## src/rtl/epp_host.sv

```systemverilog
// EPP host/initiator: turns single-byte address/data read/write commands into
// nWrite/strobe/nWait handshakes with a per-wait-state timeout.
module epp_host #(
    parameter int SETUP_CYC = 4,
    parameter int HOLD_CYC  = 2,
    parameter int TIMEOUT   = 1000,
    parameter int TW        = 16
) (
    input  logic       clk,
    input  logic       reset,
    input  logic       cmd_valid,
    output logic       cmd_ready,
    input  logic [1:0] cmd_op,
    input  logic [7:0] cmd_data,
    output logic       rsp_valid,
    output logic [7:0] rsp_data,
    output logic       rsp_timeout,
    output logic [7:0] pport_data_out,
    output logic       pport_data_oe,
    input  logic [7:0] pport_data_in,
    output logic       nWrite,
    output logic       nDataStr,
    output logic       nAddrStr,
    input  logic       nWait,
    output logic       epp_nReset
);

    typedef enum logic [2:0] {
        IDLE,
        SETUP,
        STROBE,
        RELEASE,
        HOLD
    } state_t;

    localparam logic [TW-1:0] SETUP_LAST = TW'(SETUP_CYC - 1);
    localparam logic [TW-1:0] HOLD_LAST  = TW'(HOLD_CYC - 1);
    localparam logic [TW-1:0] TO_LAST    = TW'(TIMEOUT - 1);
    localparam logic [TW-1:0] TO_MAX     = TW'(TIMEOUT);

    state_t        state, state_n;
    logic [TW-1:0] cnt, cnt_n, cnt_inc;
    logic [1:0]    op, op_n;
    logic          to_flag, to_flag_n;
    logic          wait_meta, wait_s;

    logic       nwrite_n, ndstr_n, nastr_n, oe_n, rsp_valid_n, rsp_timeout_n;
    logic [7:0] dout_n, rsp_data_n;

    // Ready depends on state only; reset is folded in so nothing is accepted
    // while the block is being held in reset.
    assign cmd_ready = (state == IDLE) && !reset;

    // Saturating increment: the counter parks at TIMEOUT instead of wrapping.
    assign cnt_inc = (cnt >= TO_MAX) ? cnt : cnt + TW'(1);

    always_comb begin
        state_n       = state;
        cnt_n         = cnt_inc;
        op_n          = op;
        to_flag_n     = to_flag;
        nwrite_n      = nWrite;
        ndstr_n       = nDataStr;
        nastr_n       = nAddrStr;
        oe_n          = pport_data_oe;
        dout_n        = pport_data_out;
        rsp_valid_n   = 1'b0;
        rsp_data_n    = rsp_data;
        rsp_timeout_n = rsp_timeout;

        case (state)
            IDLE: begin
                cnt_n = '0;
                // A low wait_s means the peripheral still holds the bus; defer.
                if (cmd_valid && wait_s) begin
                    op_n          = cmd_op;
                    to_flag_n     = 1'b0;
                    nwrite_n      = cmd_op[1];
                    oe_n          = !cmd_op[1];
                    dout_n        = cmd_op[1] ? 8'h00 : cmd_data;
                    rsp_data_n    = 8'h00;
                    rsp_timeout_n = 1'b0;
                    state_n       = SETUP;
                end
            end

            SETUP: begin
                if (cnt >= SETUP_LAST) begin
                    if (op[0]) nastr_n = 1'b0;
                    else       ndstr_n = 1'b0;
                    cnt_n   = '0;
                    state_n = STROBE;
                end
            end

            STROBE: begin
                if (!wait_s) begin
                    if (op[1]) rsp_data_n = pport_data_in;
                    ndstr_n = 1'b1;
                    nastr_n = 1'b1;
                    cnt_n   = '0;
                    state_n = RELEASE;
                end else if (cnt >= TO_LAST) begin
                    ndstr_n   = 1'b1;
                    nastr_n   = 1'b1;
                    to_flag_n = 1'b1;
                    cnt_n     = '0;
                    state_n   = HOLD;
                end
            end

            RELEASE: begin
                if (wait_s) begin
                    cnt_n   = '0;
                    state_n = HOLD;
                end else if (cnt >= TO_LAST) begin
                    to_flag_n = 1'b1;
                    cnt_n     = '0;
                    state_n   = HOLD;
                end
            end

            HOLD: begin
                if (cnt >= HOLD_LAST) begin
                    nwrite_n      = 1'b1;
                    oe_n          = 1'b0;
                    dout_n        = 8'h00;
                    rsp_valid_n   = 1'b1;
                    rsp_timeout_n = to_flag;
                    if (to_flag) rsp_data_n = 8'h00;
                    cnt_n         = '0;
                    state_n       = IDLE;
                end
            end

            default: begin
                state_n  = IDLE;
                cnt_n    = '0;
                nwrite_n = 1'b1;
                ndstr_n  = 1'b1;
                nastr_n  = 1'b1;
                oe_n     = 1'b0;
            end
        endcase
    end

    always_ff @(posedge clk) begin
        epp_nReset <= !reset;
        if (reset) begin
            state          <= IDLE;
            cnt            <= '0;
            op             <= 2'b00;
            to_flag        <= 1'b0;
            wait_meta      <= 1'b1;
            wait_s         <= 1'b1;
            nWrite         <= 1'b1;
            nDataStr       <= 1'b1;
            nAddrStr       <= 1'b1;
            pport_data_oe  <= 1'b0;
            pport_data_out <= 8'h00;
            rsp_valid      <= 1'b0;
            rsp_data       <= 8'h00;
            rsp_timeout    <= 1'b0;
        end else begin
            state          <= state_n;
            cnt            <= cnt_n;
            op             <= op_n;
            to_flag        <= to_flag_n;
            wait_meta      <= nWait;
            wait_s         <= wait_meta;
            nWrite         <= nwrite_n;
            nDataStr       <= ndstr_n;
            nAddrStr       <= nastr_n;
            pport_data_oe  <= oe_n;
            pport_data_out <= dout_n;
            rsp_valid      <= rsp_valid_n;
            rsp_data       <= rsp_data_n;
            rsp_timeout    <= rsp_timeout_n;
        end
    end

endmodule

```

## config.mk

```make
export PLATFORM = sky130hd
export DESIGN_NAME = epp_host
export DESIGN_NICKNAME = d
export VERILOG_FILES = /design/src/rtl/epp_host.sv
export SDC_FILE = /design/constraint.sdc
export NUM_CORES = 1
export LEC_CHECK = 0
export CAP_MARGIN = 15
export CELL_PAD_IN_SITES_DETAIL_PLACEMENT = 0
export CELL_PAD_IN_SITES_GLOBAL_PLACEMENT = 2
export CORE_MARGIN = 2
export CORE_UTILIZATION = 31
export CTS_BUF_LIST = sky130_fd_sc_hd__clkbuf_2
export DETAILED_ROUTE_END_ITERATION = 16
export PLACE_DENSITY = 0.91
export SLEW_MARGIN = 10
export SYNTH_ARGS = -nofsm -noshare
export SYNTH_HDL_FRONTEND = slang
export SYNTH_SLANG_ARGS = --single-unit
```

## constraint.sdc

```tcl
create_clock -name clk -period 2.4 [get_ports clk]
set_input_delay 0.48 -clock clk [delete_from_list [all_inputs] [get_ports clk]]
set_output_delay 0.48 -clock clk [all_outputs]
set_load 0.05 [all_outputs]
```

After elaboration in Yosys (flattened, before gate mapping)

Index checks and enable logic that the tools add are counted.

Register bits after elaboration: 47
Input bits: 22
Output and inout bits: 24
Word-level logic and storage cells: 103

Add/subtract/negate cells: 1
$lt $le $gt $ge: 4
Equality and inequality tests: 15
Mux-type cells: 46
Bitwise gates (word level): 3
Reductions and logical operators: 19

Operators by type and width:

| cell                    | number |
|---|---|
| $mux W16                | 6 |
| $mux W8                 | 8 |
| $pmux W16 S4            | 1 |
| $ge A16 B10 Y1 const B  | 2 |
| $pmux W8 S3             | 1 |
| $mux W3                 | 6 |
| $ne A2 B2 Y1 const B    | 9 |
| $add A16 B1 Y16 const B | 1 |
| $ge A16 B1 Y1 const B   | 1 |
| $ge A16 B2 Y1 const B   | 1 |
| $mux W1                 | 16 |
| $pmux W8 S2             | 1 |
| $pmux W1 S3             | 5 |
| $pmux W3 S5             | 1 |
| $reduce_and A4 Y1       | 3 |
| $reduce_and A3 Y1       | 3 |
| $eq A3 B2 Y1 const B    | 2 |
| $reduce_and A6 Y1       | 1 |
| $reduce_bool A3 Y1      | 2 |
| $reduce_or A3 Y1        | 2 |
| $eq A3 B1 Y1 const B    | 1 |
| $eq A3 B3 Y1 const B    | 1 |
| $logic_not A3 Y1        | 1 |
| $ne A3 B3 Y1 const B    | 1 |
| other kinds (8)         | 12 |

Longest topological paths before layout

Depth in word-level cells: 5
Gate-level depth with buffers: 8
Gate-level depth less buffers: 7

Least setup slack after synthesis

Ideal clock, no wire load.

Path type: in2out
Start point: in reset
End point: out cmd_ready
Data arrival time: 1.938 ns
Data required time: 1.920 ns
Path slack: -0.018 ns
Cell stages on the path: 3
Path buffers: 2
Path through: clkbuf_1 > clkbuf_1 > nor3_1

Longest elaborated chain between the ends: 2

Ends and longest elaborated chain:

| item                | line | text |
|---|---|---|
| from (decl)         | 10   | `input logic reset,` |
| $logic_not A1 Y1    | 52   | `assign cmd_ready = (state == IDLE) && !reset;` |
| $logic_and A1 B1 Y1 | 52   |  |
| to (decl)           | 12   | `output logic cmd_ready,` |

Every way passes these cells.

Worst setup path after layout

Start point: reg state[1]
End point: out cmd_ready

Longest elaborated chain between the ends: 2

Ends and longest elaborated chain:

| item                   | line | text |
|---|---|---|
| from (decl)            | 41   | `state_t state, state_n;` |
| from (signal assigned) | 165  | `state <= state_n;` |
| $logic_not A3 Y1       | 52   |  |
| $logic_and A1 B1 Y1    | 52   |  |

Every way passes these cells.

==> results.yml <==
critical_path:
  cpMaxStageDelayCell: "dfxtp_1"
  slowest_delay_ps: 450
  cp-end-kind: "output port"
  worstPathMaxFanout: 10
  critPathArrivalTime_ps: 1690
  crit_path_cell_trace: "or2_1 > nor3_2 > buf_12"
  rr_startpoint: "cnt[1]$_SDFF_PP0_"
  crit_start: "state[1]$_SDFFE_PP0P_"
  critical_path_class: "reg -> out"
  required_ps: 1920
  crit_path_start_kind: "flip-flop"
cts:
  clk_path_buf_depth: 2
  htreeDepth: 2
  cts_inserted_buffers: 5
  cts_resized: 0
  cts.sinks: 47
  root_buffer: "clkbuf_2"
  ctsHoldBuffers: 0
  clk_latency_ps: 440
  cts_tree: "yes"
  path_clk_slew_ps: 260
  cts_setup_buffers: 0
synth:
  ys_ff_latch: 47
  synth.distinct_cells: 52
  synthArstFlopShare_pct: 0
  yosys_warnings: 0
  synth_top_area_cell: "dfxtp_1"
  yosys.cell_count.top_type: "dfxtp_1"
  synthCells: 239
  yosys-top-cells-area: "dfxtp_1 (44%), mux2i_1 (5.6%), nand2_1 (5.6%)"
  post_synth_most_frequent_cells: "dfxtp_1 (47), nand2_1 (32), nor2_1 (21)"
  yosysSeqAreaShare_pct: 43.6
  avgSynthCellArea_um2: 9.04
  synth_top_cell_area_share_pct: 43.6
  syn_area_um2: 2160
  synthFlopType: "dfxtp_1"
  synth-edff-count: 0
global_routing:
  grt_max_degree: 17
  grt_pass1_vias: 1763
  grt_pass1_wl_um: 7960
  grt_usage_pct: 13.2
  grt_overflow: 0
  antenna_found_initial: 0
power:
  power_leakage_nw: 0.986
  fin_total_pwr_mw: 1.52
  ir_worst_vdd_mv: 0.186
  power.density_nw_per_um2: 537
layout:
  syn2layout_area_growth_pct: 31.5
  drive_gt1_share_pct: 11.1
  nets: 321
  n_antenna_cell: 0
die:
  die_h_um: 87.5
  start_util_pct: 32.0
  placementRows: 30
  io_pins: 46
  die_area_um2: 7650
  design.core.area_um2: 6760
  die_w_um: 87.5
routing:
  viasPerCell: 4.94
  drtIter0Drc: 100
  antenna_left: 0
  finalWirelength_um: 4780
  num_vias: 1864
  wl_per_cell_um: 12.7
  dr.pass1.iters: 7
  drc: 0
placed_design:
  gp_congestion: 0.785
  hpwl_um: 3600
  portBuffers: 45
timing:
  slew_headroom_pct: 52.7
  maxSlewViolCount: 0
  rsz0062_at_grt: "false"
  setup_violations: 0
  finalHoldViolations: 0
  fin_skew_ps: 34.3
  timing.final.crit_share_pct: 90.5
  worstMarginPinSlew_ps: 692
  fin_hold_ws_ps: 447
  fin_setup_tns_ps: 0
  fmax_mhz: 461
  period_needed_ps: 2170
hold_path:
  hold_path_class: "reg -> reg"
  worstHoldStart: "wait_meta$_SDFF_PP1_"
job:
  drv_cap: 0
status:
  status: "finished clean"
==> where the power goes <==
group	internal, mW	total, mW	switching [mW]
registers	0.809	0.828	0.0184
clock network	0.179	0.450	0.271
logic	0.107	0.246	0.139
total	1.09	1.52	0.429
==> stage by stage <==
stage / utilization, % / instance area, um^2 / setup slack (ps) / cells
3_5_place_dp: 41.0 / 2770 / 228 / 369
2_1_floorplan: - / 2180 / 409 / 244
5_1_grt: 42.0 / 2840 / 65.5 / 377
6_report: 42.0 / 2840 / 229 / 377
4_1_cts: 42.0 / 2840 / 189 / 377
3_3_place_gp: 41.0 / 2770 / 271 / 369
==> layer usage <==
| metal | part of all wire [%] | wire length (um) | global-route usage, % | vias up |
|---|---|---|---|---|
| li1 | - | - | - | 958 |
| met1 | 47 | 2240 | 16.6 | 859 |
| met2 | 47 | 2240 | 21.5 | 40 |
| met3 | 4.7 | 223 | 3.98 | 7 |
| met4 | 1.5 | 74 | 4.62 | 0 |
| met5 | 0 | 0 | 0 | - |
==> kinds of logic (layout without fill, tap and decap cells) <==
logic type,Yosys count,in the layout,share of synthesized area [%]
flops,47,47,43.6
simple gates,103,103,26.5
fa+ha+maj,4,4,2.20
other cells,1,6,0.174
xor+xnor,9,9,3.65
mux,12,12,5.56
compound gates,45,45,14.5
buf+inv,18,71,3.77
==> flip-flops by register name (all words and copies together) (netlist names), 2 cells and up <==
signal	cells
rsp_data	8
pport_data_out	8
state	3
cnt	16
op	2
==> worst max-delay path: cells and delay by family (launching register included) <==
| kind | cells | cell delay (ps) |
|---|---|---|
| buffers and inverters | 1 | 180 |
| AND/OR/NAND/NOR | 2 | 620 |
| flip-flops | 1 | 450 |
==> placed cells by master, fill, tap and decap left out, types with 4 or more instances in the layout <==
cell,n
a211oi_1,4
a21oi_1,9
buf_4,10
clkbuf_2,5
clkdlybuf4s50_1,44
conb_1,6
dfxtp_1,47
inv_1,7
mux2i_1,12
nand2_1,32
nand3_1,8
nand4_1,8
nor2_1,21
nor3_1,8
o21ai_0,9
o21ai_1,5
xnor2_1,5
xor2_1,4
==> layout make-up <==
class | instances | area (um^2)
clock buffer | 5 | 25.0
clock inverter | 3 | 46.3
fill | 703 | 3920
inverter | 8 | 30.0
multi-input combinational | 179 | 1160
sequential | 47 | 941
tap | 80 | 100
timing repair buffer | 55 | 536
==> path summary, 6_finish.rpt <==
path                  endpoint  slack [ps]  depth (start not counted)
min          wait_s$_SDFF_PP1_         450                          1
max                  cmd_ready         230                          3
max reg2reg  cnt[3]$_SDFF_PP0_         300                          7
min reg2reg  wait_s$_SDFF_PP1_         450                          1
(Power assumes the default switching activity.)
